`src/rtl/disteu_divider.sv`:
```
// Speaker-scoring core: per frame, the minimum squared distance to NCODE codewords is summed, then divided by frame_count.
// DISTEU_SAT_EN defined: the accumulator saturates at 30'h3FFFFFFF. Undefined: it wraps modulo 2^30.
//
// state | meaning
// IDLE  | waiting for a frame index, cfg_ready high
// CALC  | streaming NCODE*DIM address pairs and draining the distance pipeline
// MIN   | folding the frame minimum into the accumulator
// DIV   | restoring divide of the sum by frame_count, one quotient bit per cycle
// DONE  | o_valid pulse, accumulator cleared
module disteu_divider #(
    parameter int DIM   = 16,
    parameter int NCODE = 8
) (
    input  logic        clk,
    input  logic        rst,
    output logic [13:0] rd_addr_d,
    input  logic [8:0]  rd_data_d,
    output logic [10:0] rd_addr_r,
    input  logic [8:0]  rd_data_r,
    input  logic        cfg_valid,
    input  logic [8:0]  cfg_data,
    input  logic        cfg_last,
    output logic        cfg_ready,
    input  logic [8:0]  frame_count,
    output logic        o_valid,
    output logic [29:0] o_sum,
    output logic [31:0] o_mean,
    output logic        busy
);

    localparam int NTOT = NCODE * DIM;
    localparam int KW   = $clog2(DIM);
    localparam int IW   = $clog2(NTOT) + 1;

    typedef enum logic [2:0] {IDLE, CALC, MIN, DIV, DONE} state_t;

    state_t        state;
    logic [13:0]   base_q;
    logic          last_q;
    logic [8:0]    div_q;
    logic [IW-1:0] idx;
    logic          p1_v, p1_kl, p1_fin;
    logic          p2_v, p2_kl, p2_fin;
    logic          p3_v, p3_kl, p3_fin;
    logic [18:0]   sq_q;
    logic [22:0]   dist_q;
    logic [22:0]   min_q;
    logic [29:0]   acc;
    logic [31:0]   rem;
    logic [31:0]   quo;
    logic [4:0]    div_cnt;

    logic signed [9:0]  diff;
    logic signed [18:0] dx;
    logic signed [18:0] prod;
    logic [22:0]        dist_sum;
    logic [30:0]        acc_sum;
    logic [29:0]        acc_next;
    logic [32:0]        rem_sh;
    logic [32:0]        div_ext;
    logic               rem_ge;
    logic [31:0]        rem_sub;

    assign diff     = {rd_data_d[8], rd_data_d} - {rd_data_r[8], rd_data_r};
    assign dx       = {{9{diff[9]}}, diff};
    assign prod     = dx * dx;
    assign dist_sum = dist_q + {4'd0, sq_q};
    assign acc_sum  = {1'b0, acc} + {8'd0, min_q};

`ifdef DISTEU_SAT_EN
    assign acc_next = acc_sum[30] ? 30'h3FFF_FFFF : acc_sum[29:0];
`else
    assign acc_next = acc_sum[29:0];
`endif

    // Remainder never exceeds the 9-bit divisor, so the 32-bit subtract cannot lose bits.
    assign rem_sh  = {rem, quo[31]};
    assign div_ext = {24'd0, div_q};
    assign rem_ge  = rem_sh >= div_ext;
    assign rem_sub = rem_sh[31:0] - div_ext[31:0];

    always_ff @(posedge clk or posedge rst) begin
        if (rst) begin
            state     <= IDLE;
            rd_addr_d <= '0;
            rd_addr_r <= '0;
            cfg_ready <= 1'b1;
            o_valid   <= 1'b0;
            o_sum     <= '0;
            o_mean    <= '0;
            busy      <= 1'b0;
            base_q    <= '0;
            last_q    <= 1'b0;
            div_q     <= '0;
            idx       <= '0;
            p1_v      <= 1'b0;
            p1_kl     <= 1'b0;
            p1_fin    <= 1'b0;
            p2_v      <= 1'b0;
            p2_kl     <= 1'b0;
            p2_fin    <= 1'b0;
            p3_v      <= 1'b0;
            p3_kl     <= 1'b0;
            p3_fin    <= 1'b0;
            sq_q      <= '0;
            dist_q    <= '0;
            min_q     <= '1;
            acc       <= '0;
            rem       <= '0;
            quo       <= '0;
            div_cnt   <= '0;
        end else begin
            o_valid <= 1'b0;
            p1_v    <= 1'b0;
            p1_kl   <= 1'b0;
            p1_fin  <= 1'b0;
            p2_v    <= p1_v;
            p2_kl   <= p1_kl;
            p2_fin  <= p1_fin;
            p3_v    <= p2_v;
            p3_kl   <= p2_kl;
            p3_fin  <= p2_fin;
            sq_q    <= prod;

            case (state)
                IDLE: begin
                    if (cfg_valid && cfg_ready) begin
                        cfg_ready <= 1'b0;
                        busy      <= 1'b1;
                        last_q    <= cfg_last;
                        if (cfg_last)
                            div_q <= frame_count;
                        base_q    <= 14'(cfg_data) * 14'(DIM);
                        // First address pair goes out on the accept edge itself.
                        rd_addr_d <= 14'(cfg_data) * 14'(DIM);
                        rd_addr_r <= '0;
                        idx       <= IW'(1);
                        p1_v      <= 1'b1;
                        dist_q    <= '0;
                        min_q     <= '1;
                        state     <= CALC;
                    end
                end

                CALC: begin
                    if (idx != IW'(NTOT)) begin
                        rd_addr_d <= base_q + 14'(idx[KW-1:0]);
                        rd_addr_r <= 11'(idx[IW-2:0]);
                        p1_v      <= 1'b1;
                        p1_kl     <= (idx[KW-1:0] == KW'(DIM - 1));
                        p1_fin    <= (idx == IW'(NTOT - 1));
                        idx       <= idx + 1'b1;
                    end
                    if (p3_v) begin
                        if (p3_kl) begin
                            // Strict compare keeps the lowest-indexed codeword on ties.
                            if (dist_sum < min_q)
                                min_q <= dist_sum;
                            dist_q <= '0;
                        end else begin
                            dist_q <= dist_sum;
                        end
                        if (p3_fin)
                            state <= MIN;
                    end
                end

                MIN: begin
                    acc <= acc_next;
                    if (last_q) begin
                        rem     <= '0;
                        quo     <= {2'b00, acc_next};
                        div_cnt <= 5'd31;
                        state   <= DIV;
                    end else begin
                        cfg_ready <= 1'b1;
                        state     <= IDLE;
                    end
                end

                DIV: begin
                    rem     <= rem_ge ? rem_sub : rem_sh[31:0];
                    quo     <= {quo[30:0], rem_ge};
                    div_cnt <= div_cnt - 1'b1;
                    if (div_cnt == 5'd0)
                        state <= DONE;
                end

                DONE: begin
                    o_valid   <= 1'b1;
                    o_sum     <= acc;
                    o_mean    <= (div_q == 9'd0) ? 32'hFFFF_FFFF : quo;
                    acc       <= '0;
                    busy      <= 1'b0;
                    cfg_ready <= 1'b1;
                    state     <= IDLE;
                end

                default: state <= IDLE;
            endcase
        end
    end

endmodule

```
`config.mk`:
```
export PLATFORM = sky130hd
export DESIGN_NAME = disteu_divider
export DESIGN_NICKNAME = d
export VERILOG_FILES = /design/src/rtl/disteu_divider.sv
export SDC_FILE = /design/constraint.sdc
export NUM_CORES = 1
export LEC_CHECK = 0
export ABC_AREA = 1
export BUFFER_PORTS_ARGS = -buffer_cell sky130_fd_sc_hd__buf_2
export CORE_ASPECT_RATIO = 2
export CORE_MARGIN = 10
export CORE_UTILIZATION = 55
export DETAILED_ROUTE_END_ITERATION = 16
export GPL_TIMING_DRIVEN = 0
export PLACE_DENSITY = 0.73
export SETUP_SLACK_MARGIN = 0.3
export SYNTH_ARGS = -nofsm -noshare
export SYNTH_HDL_FRONTEND = slang
export SYNTH_SLANG_ARGS = --single-unit
```
`constraint.sdc`:
```
create_clock -name clk -period 19 [get_ports clk]
set_input_delay 2.85 -clock clk [delete_from_list [all_inputs] [get_ports clk]]
set_output_delay 2.85 -clock clk [all_outputs]
set_load 0.02 [all_outputs]
```
# --- After elaboration in Yosys (flattened, before gate mapping) ---
# Index checks and enable logic that the tools add are counted.
word_totals:
  regBits: 293
  inputBits: 40
  out_inout_bits: 90
  word_cells: 118
classes:
  n_addsub: 7
  mul: 1
  order_cmp: 2
  n_eq_ne: 16
  n_mux: 46
  n_reduce_logical: 18
op_table:
  columns: ["operator", "n"]
  rows:
  - ["2-to-1 mux 23 bit", 7]
  - ["2-to-1 mux 32 bit", 4]
  - ["case mux 32 bit (2 select lines)", 2]
  - ["case mux 23 bit (2 select lines)", 2]
  - ["case mux 30 bit (2 select lines)", 1]
  - [">= comparator 33 x 9 -> 1 bit", 1]
  - ["subtractor 32 x 9 -> 32 bit", 1]
  - ["adder 30 x 23 -> 30 bit", 1]
  - ["2-to-1 mux 14 bit", 2]
  - ["case mux 14 bit (2 select lines)", 1]
  - ["adder 23 x 19 -> 23 bit", 1]
  - ["less-than comparator 23 bit", 1]
  - ["2-to-1 mux 11 bit", 2]
  - ["case mux 11 bit (2 select lines)", 1]
  - ["multiplier 10 x 10 -> 19 bit", 1]
  - ["!= test 2 bit (second input constant)", 9]
  - ["2-to-1 mux 8 bit", 2]
  - ["case mux 8 bit (2 select lines)", 1]
  - ["adder 13 x 4 -> 14 bit", 1]
  - ["2-to-1 mux 3 bit", 4]
  - ["case mux 3 bit (4 select lines)", 1]
  - ["AND reduction 3 bit", 4]
  - ["2-to-1 mux 1 bit", 10]
  - ["case mux 5 bit (2 select lines)", 1]
  - ["22 further kinds", 29]

# --- Logic depth before layout (Yosys ltp) ---
depth:
  word_depth: 6
  depth_mapped: 33
  ltp_nobuf: 32

# --- Least setup slack after synthesis ---
# Ideal clock, no wire load.
synth_path:
  path_kind: "input to register"
  startpoint: "input rd_data_d[0]"
  endpoint: "register sq_q[18]"
  setup_ns: 0.117
  arrival_time_ns: 8.167
  t_required_ns: 18.883
  setup_slack_ns: 10.716
  stages: 27
  n_path_buf: 0
  path_cell_list: "inv_1 -> ha_1 -> inv_1 -> fa_1 -> nand3_1 -> nand2_1 -> a21oi_1 -> xnor2_1 -> clkinv_1 -> nor2_1 -> inv_1 -> fa_1 -> inv_1 -> fa_1 -> fa_1 -> fa_1 -> inv_1 -> fa_1 -> inv_1 -> ha_1 -> a21o_1 -> a21oi_1 -> o21ai_0 -> a21oi_1 -> inv_1 -> nand2_1 -> nand2_1"
synth_via:
  elab_chain_cells: 2
synth_rtl:
  columns: ["element", "line", "text"]
  rows:
  - ["from (decl)", "17", "input logic [8:0] rd_data_d,"]
  - ["subtractor 9 x 9 -> 10 bit", "64", "assign diff = {rd_data_d[8], rd_data_d} - {rd_data_r[8], rd_data_r};"]
  - ["multiplier 10 x 10 -> 19 bit", "66", "assign prod = dx * dx;"]
  - ["net prod[18]", "55", "logic signed [18:0] prod;"]
  - ["to (signal assigned)", "123", "sq_q <= prod;"]
  - ["to (decl)", "45", "logic [18:0] sq_q;"]
# The timed path passes the listed nets, and every way through them passes these cells.
# A chain may end at the register's enable or synchronous reset.

# --- Worst setup path after layout ---
# Same ends and word-level chain as after synthesis.

==> impl_metrics.py <==
metrics = {
    "die": {
        "die_y_um": 293.5,
        "num_io_pins": 130,
        "initial_utilization": 0.5535,
        "fp.dieW_um": 156.7,
        "core_region_area_um2": 37160,
        "rows": 100,
        "die-area_um2": 46000,
    },
    "logic_synthesis": {
        "post-synth-top-area-cell": "sky130_fd_sc_hd__dfrtp_1",
        "top_cells_by_area_synth": "sky130_fd_sc_hd__dfrtp_1 32%, sky130_fd_sc_hd__nand2_1 15%, sky130_fd_sc_hd__inv_1 8.3%, sky130_fd_sc_hd__ha_1 7.8%, sky130_fd_sc_hd__fa_1 7.8%",
        "async_reset_ff_frac": 1.000,
        "ff_latch_count_synth": 283,
        "yosys.cell_count.top_type": "sky130_fd_sc_hd__nand2_1",
        "synth.top_cell.area_share": 0.3151,
        "synth-edff-count": 0,
        "postSynthAreaPerCell_um2": 7.441,
        "synth_area_um2": 20570,
        "synth_cell_type_count": 54,
        "synthCells": 2764,
        "synth_warnings": 0,
        "synth.cells.most_frequent": "833 x sky130_fd_sc_hd__nand2_1, 454 x sky130_fd_sc_hd__inv_1, 259 x sky130_fd_sc_hd__dfrtp_1",
        "synth_sequential_area_ratio": 0.3458,
        "ys_dominant_reg_cell": "sky130_fd_sc_hd__dfrtp_1",
    },
    "sta": {
        "report.final.slew_viol_count": 6,
        "final.hold.worst_slack_ns": 0.3472,
        "fin_skew_ns": 0.02245,
        "achievable-frequency_mhz": 106.0,
        "timing.final.setup_violations": 0,
        "timing.slew.headroom": -0.06251,
        "final_critical_path_setup_slack_ns": 9.565,
        "fin_crit_ns": 9.435,
        "timing_hold_violations_final": 0,
        "setup_repair_after_global_routing_missed_its_margin": "no",
        "layout_worst_path_cycle_share": 0.4966,
        "finalSetupTns_ns": 0,
        "worst_slew_pin_slew_ns": 1.582,
    },
    "finish": {
        "layout-drive-gt1-share": 0.1005,
        "insertedDiodeCount": 0,
        "final_design_area_no_fill_um2": 22850,
        "finish.net_count": 3172,
        "n_fill_cell": 3467,
        "area_delta_synth_final_pct": 11.08,
        "area.sequential_um2": 7112,
        "multi_input_comb_area_um2": 11340,
    },
    "cts": {
        "cts_sinks": 283,
        "htree_num_levels": 1,
        "post-cts-setup-buffers": 0,
        "cts_root_buffer": "sky130_fd_sc_hd__clkbuf_16",
        "cts.hold.buffers_added": 0,
        "post_cts_resize_count": 0,
        "clk-insertion-delay-late_ns": 0.58,
        "cts.clk_slew.worst_paths_ns": 0.07,
        "tritoncts": "done",
        "clk_path_buf_depth": 3,
        "cts_inserted_buffers": 27,
    },
    "critical_path": {
        "worstPathArrival_ns": 9.89,
        "crit_path_max_fanout": 7,
        "critical_path.endpoint_type": "flop",
        "timing.critical_path.from": "rd_data_d[0]",
        "crit-reg2reg-launch": "dist_q[0]$_DFFE_PP0P_",
        "critical-path-slowest-cell": "sky130_fd_sc_hd__xor2_1",
        "required_ns": 19.46,
        "cpMostUsedCell": "sky130_fd_sc_hd__inv_1",
        "timing.critical_path.from_type": "primary input",
        "critical-path-max-stage-delay_ns": 0.66,
        "timing.setup.critical_path_class": "in2reg",
    },
    "placement": {
        "numPortBuffers": 124,
        "place_congestion": 0.9834,
        "dp_hpwl_um": 59200,
        "post-place-ws_ns": 9.242,
        "postPlaceCellArea_um2": 21840,
    },
    "worst_hold_path": {
        "worst_hold_path_type": "reg2reg",
        "min-delay-start": "p2_fin$_DFF_PP0_",
    },
    "global_routing": {
        "grt_first_pass_wirelength_um": 110300,
        "track_usage": 0.3146,
        "grt_overflow": 0,
        "antenna_found_initial": 0,
        "largest_net_degree_at_the_start_of_global_routing": 119,
        "grt_pass1_vias": 20220,
    },
    "drt": {
        "drt_pass1_iterations": 7,
        "via_count": 19060,
        "met2_wirelength_um": 40610,
        "wl_per_cell_um": 21.18,
        "maxUsedRoutingLayer": "met4",
        "detailroute.wirelength.met3_um": 2608,
        "route.final.wire_length_um": 72070,
        "post_drt_via_cell_ratio": 5.600,
        "routedLengthMet1_um": 21550,
        "residual_drc": 0,
        "antenna_left": 0,
        "drt-initial-drc-count": 1068,
    },
    "outcome": {
        "run_status": "finished, violations left",
        "violations_in_the_final_reports": "capacitance limit, slew limit",
    },
    "run": {
        "timing.max_cap.violations": 1,
    },
}
[routing by layer]
| metal | GRT usage | vias up |
|---|---|---|
| li1 | - | 9055 |
| met1 | 0.2662 | 9122 |
| met2 | 0.6158 | 587 |
| met3 | 0.03368 | 293 |
| met4 | 0.2740 | 0 |
| met5 | 0 | - |
[metrics by stage]
step | std cells | utilization
2_1_floorplan | 2768 | -
4_1_cts | 3403 | 0.6148
3_5_place_dp | 3353 | 0.5877
5_1_grt | 3403 | 0.6148
6_report | 3403 | 0.6148
3_3_place_gp | 3351 | 0.5860
[area by class of cell]
class                      instances  area share
inverter                         471     0.07782
clock buffer                      34     0.03248
buffer                            68     0.01588
sequential                       283      0.3113
timing repair buffer             126     0.02957
clock inverter                    16     0.01156
tap                              459     0.02514
multi-input combinational       1946      0.4962
[flip-flops by register name, indices dropped and copies added (netlist names), 18 cells and up]
| name | cells |
|---|---|
| sq_q | 18 |
| dist_q | 23 |
| quo | 32 |
| min_q | 23 |
| rem | 32 |
| acc | 30 |
| o_sum | 30 |
| o_mean | 32 |
[cells in the final DEF (no fill, tap or decap), types with 80 or more instances in the layout]
cell type / instances
sky130_fd_sc_hd__a21oi_1: 80
sky130_fd_sc_hd__buf_2: 141
sky130_fd_sc_hd__nand3_1: 181
sky130_fd_sc_hd__fa_1: 80
sky130_fd_sc_hd__inv_1: 453
sky130_fd_sc_hd__ha_1: 129
sky130_fd_sc_hd__nor2_1: 212
sky130_fd_sc_hd__o21ai_0: 124
sky130_fd_sc_hd__dfrtp_1: 259
sky130_fd_sc_hd__nand2_1: 833
[cell families (layout without fill, tap and decap cells)]
logic type / after synthesis / in the layout / share of synthesized area
and+or+nand+nor: 1364 / 1364 / 0.2797
buffers and inverters: 539 / 715 / 0.1037
AOI/OAI and AO/OA: 307 / 307 / 0.08675
DFF: 283 / 283 / 0.3458
adders and majority gates: 209 / 209 / 0.1563
xor gates and xnor gates: 51 / 51 / 0.02208
muxes: 10 / 10 / 0.005475
other: 1 / 5 / 0.0001823
[path summary, 6_finish.rpt]
check	to	slack [ns]	depth (start not counted)
hold reg to reg	p3_fin$_DFF_PP0_	0.35	0
setup reg to reg	min_q[9]$_DFFE_PP1P_	15.15	21
max in group asynchronous	rem[19]$_DFFE_PP0P_	15.34	4
hold / removal	p3_fin$_DFF_PP0_	0.35	0
min in group asynchronous	sq_q[3]$_DFF_PP0_	2.28	2
setup / recovery	sq_q[18]$_DFF_PP0_	9.56	26
[critical path, delay by kind of cell]
kind	cells	cell delay (ns)
adder cells (fa/ha/maj)	8	3.60
XOR/XNOR	1	0.66
AO/OA/AOI/OAI	2	0.69
AND/OR/NAND/NOR	5	0.96
buffers and inverters	10	1.13
Power is not shown: default switching activity piles up to over one toggle a cycle in this logic, so the estimate is an artifact.
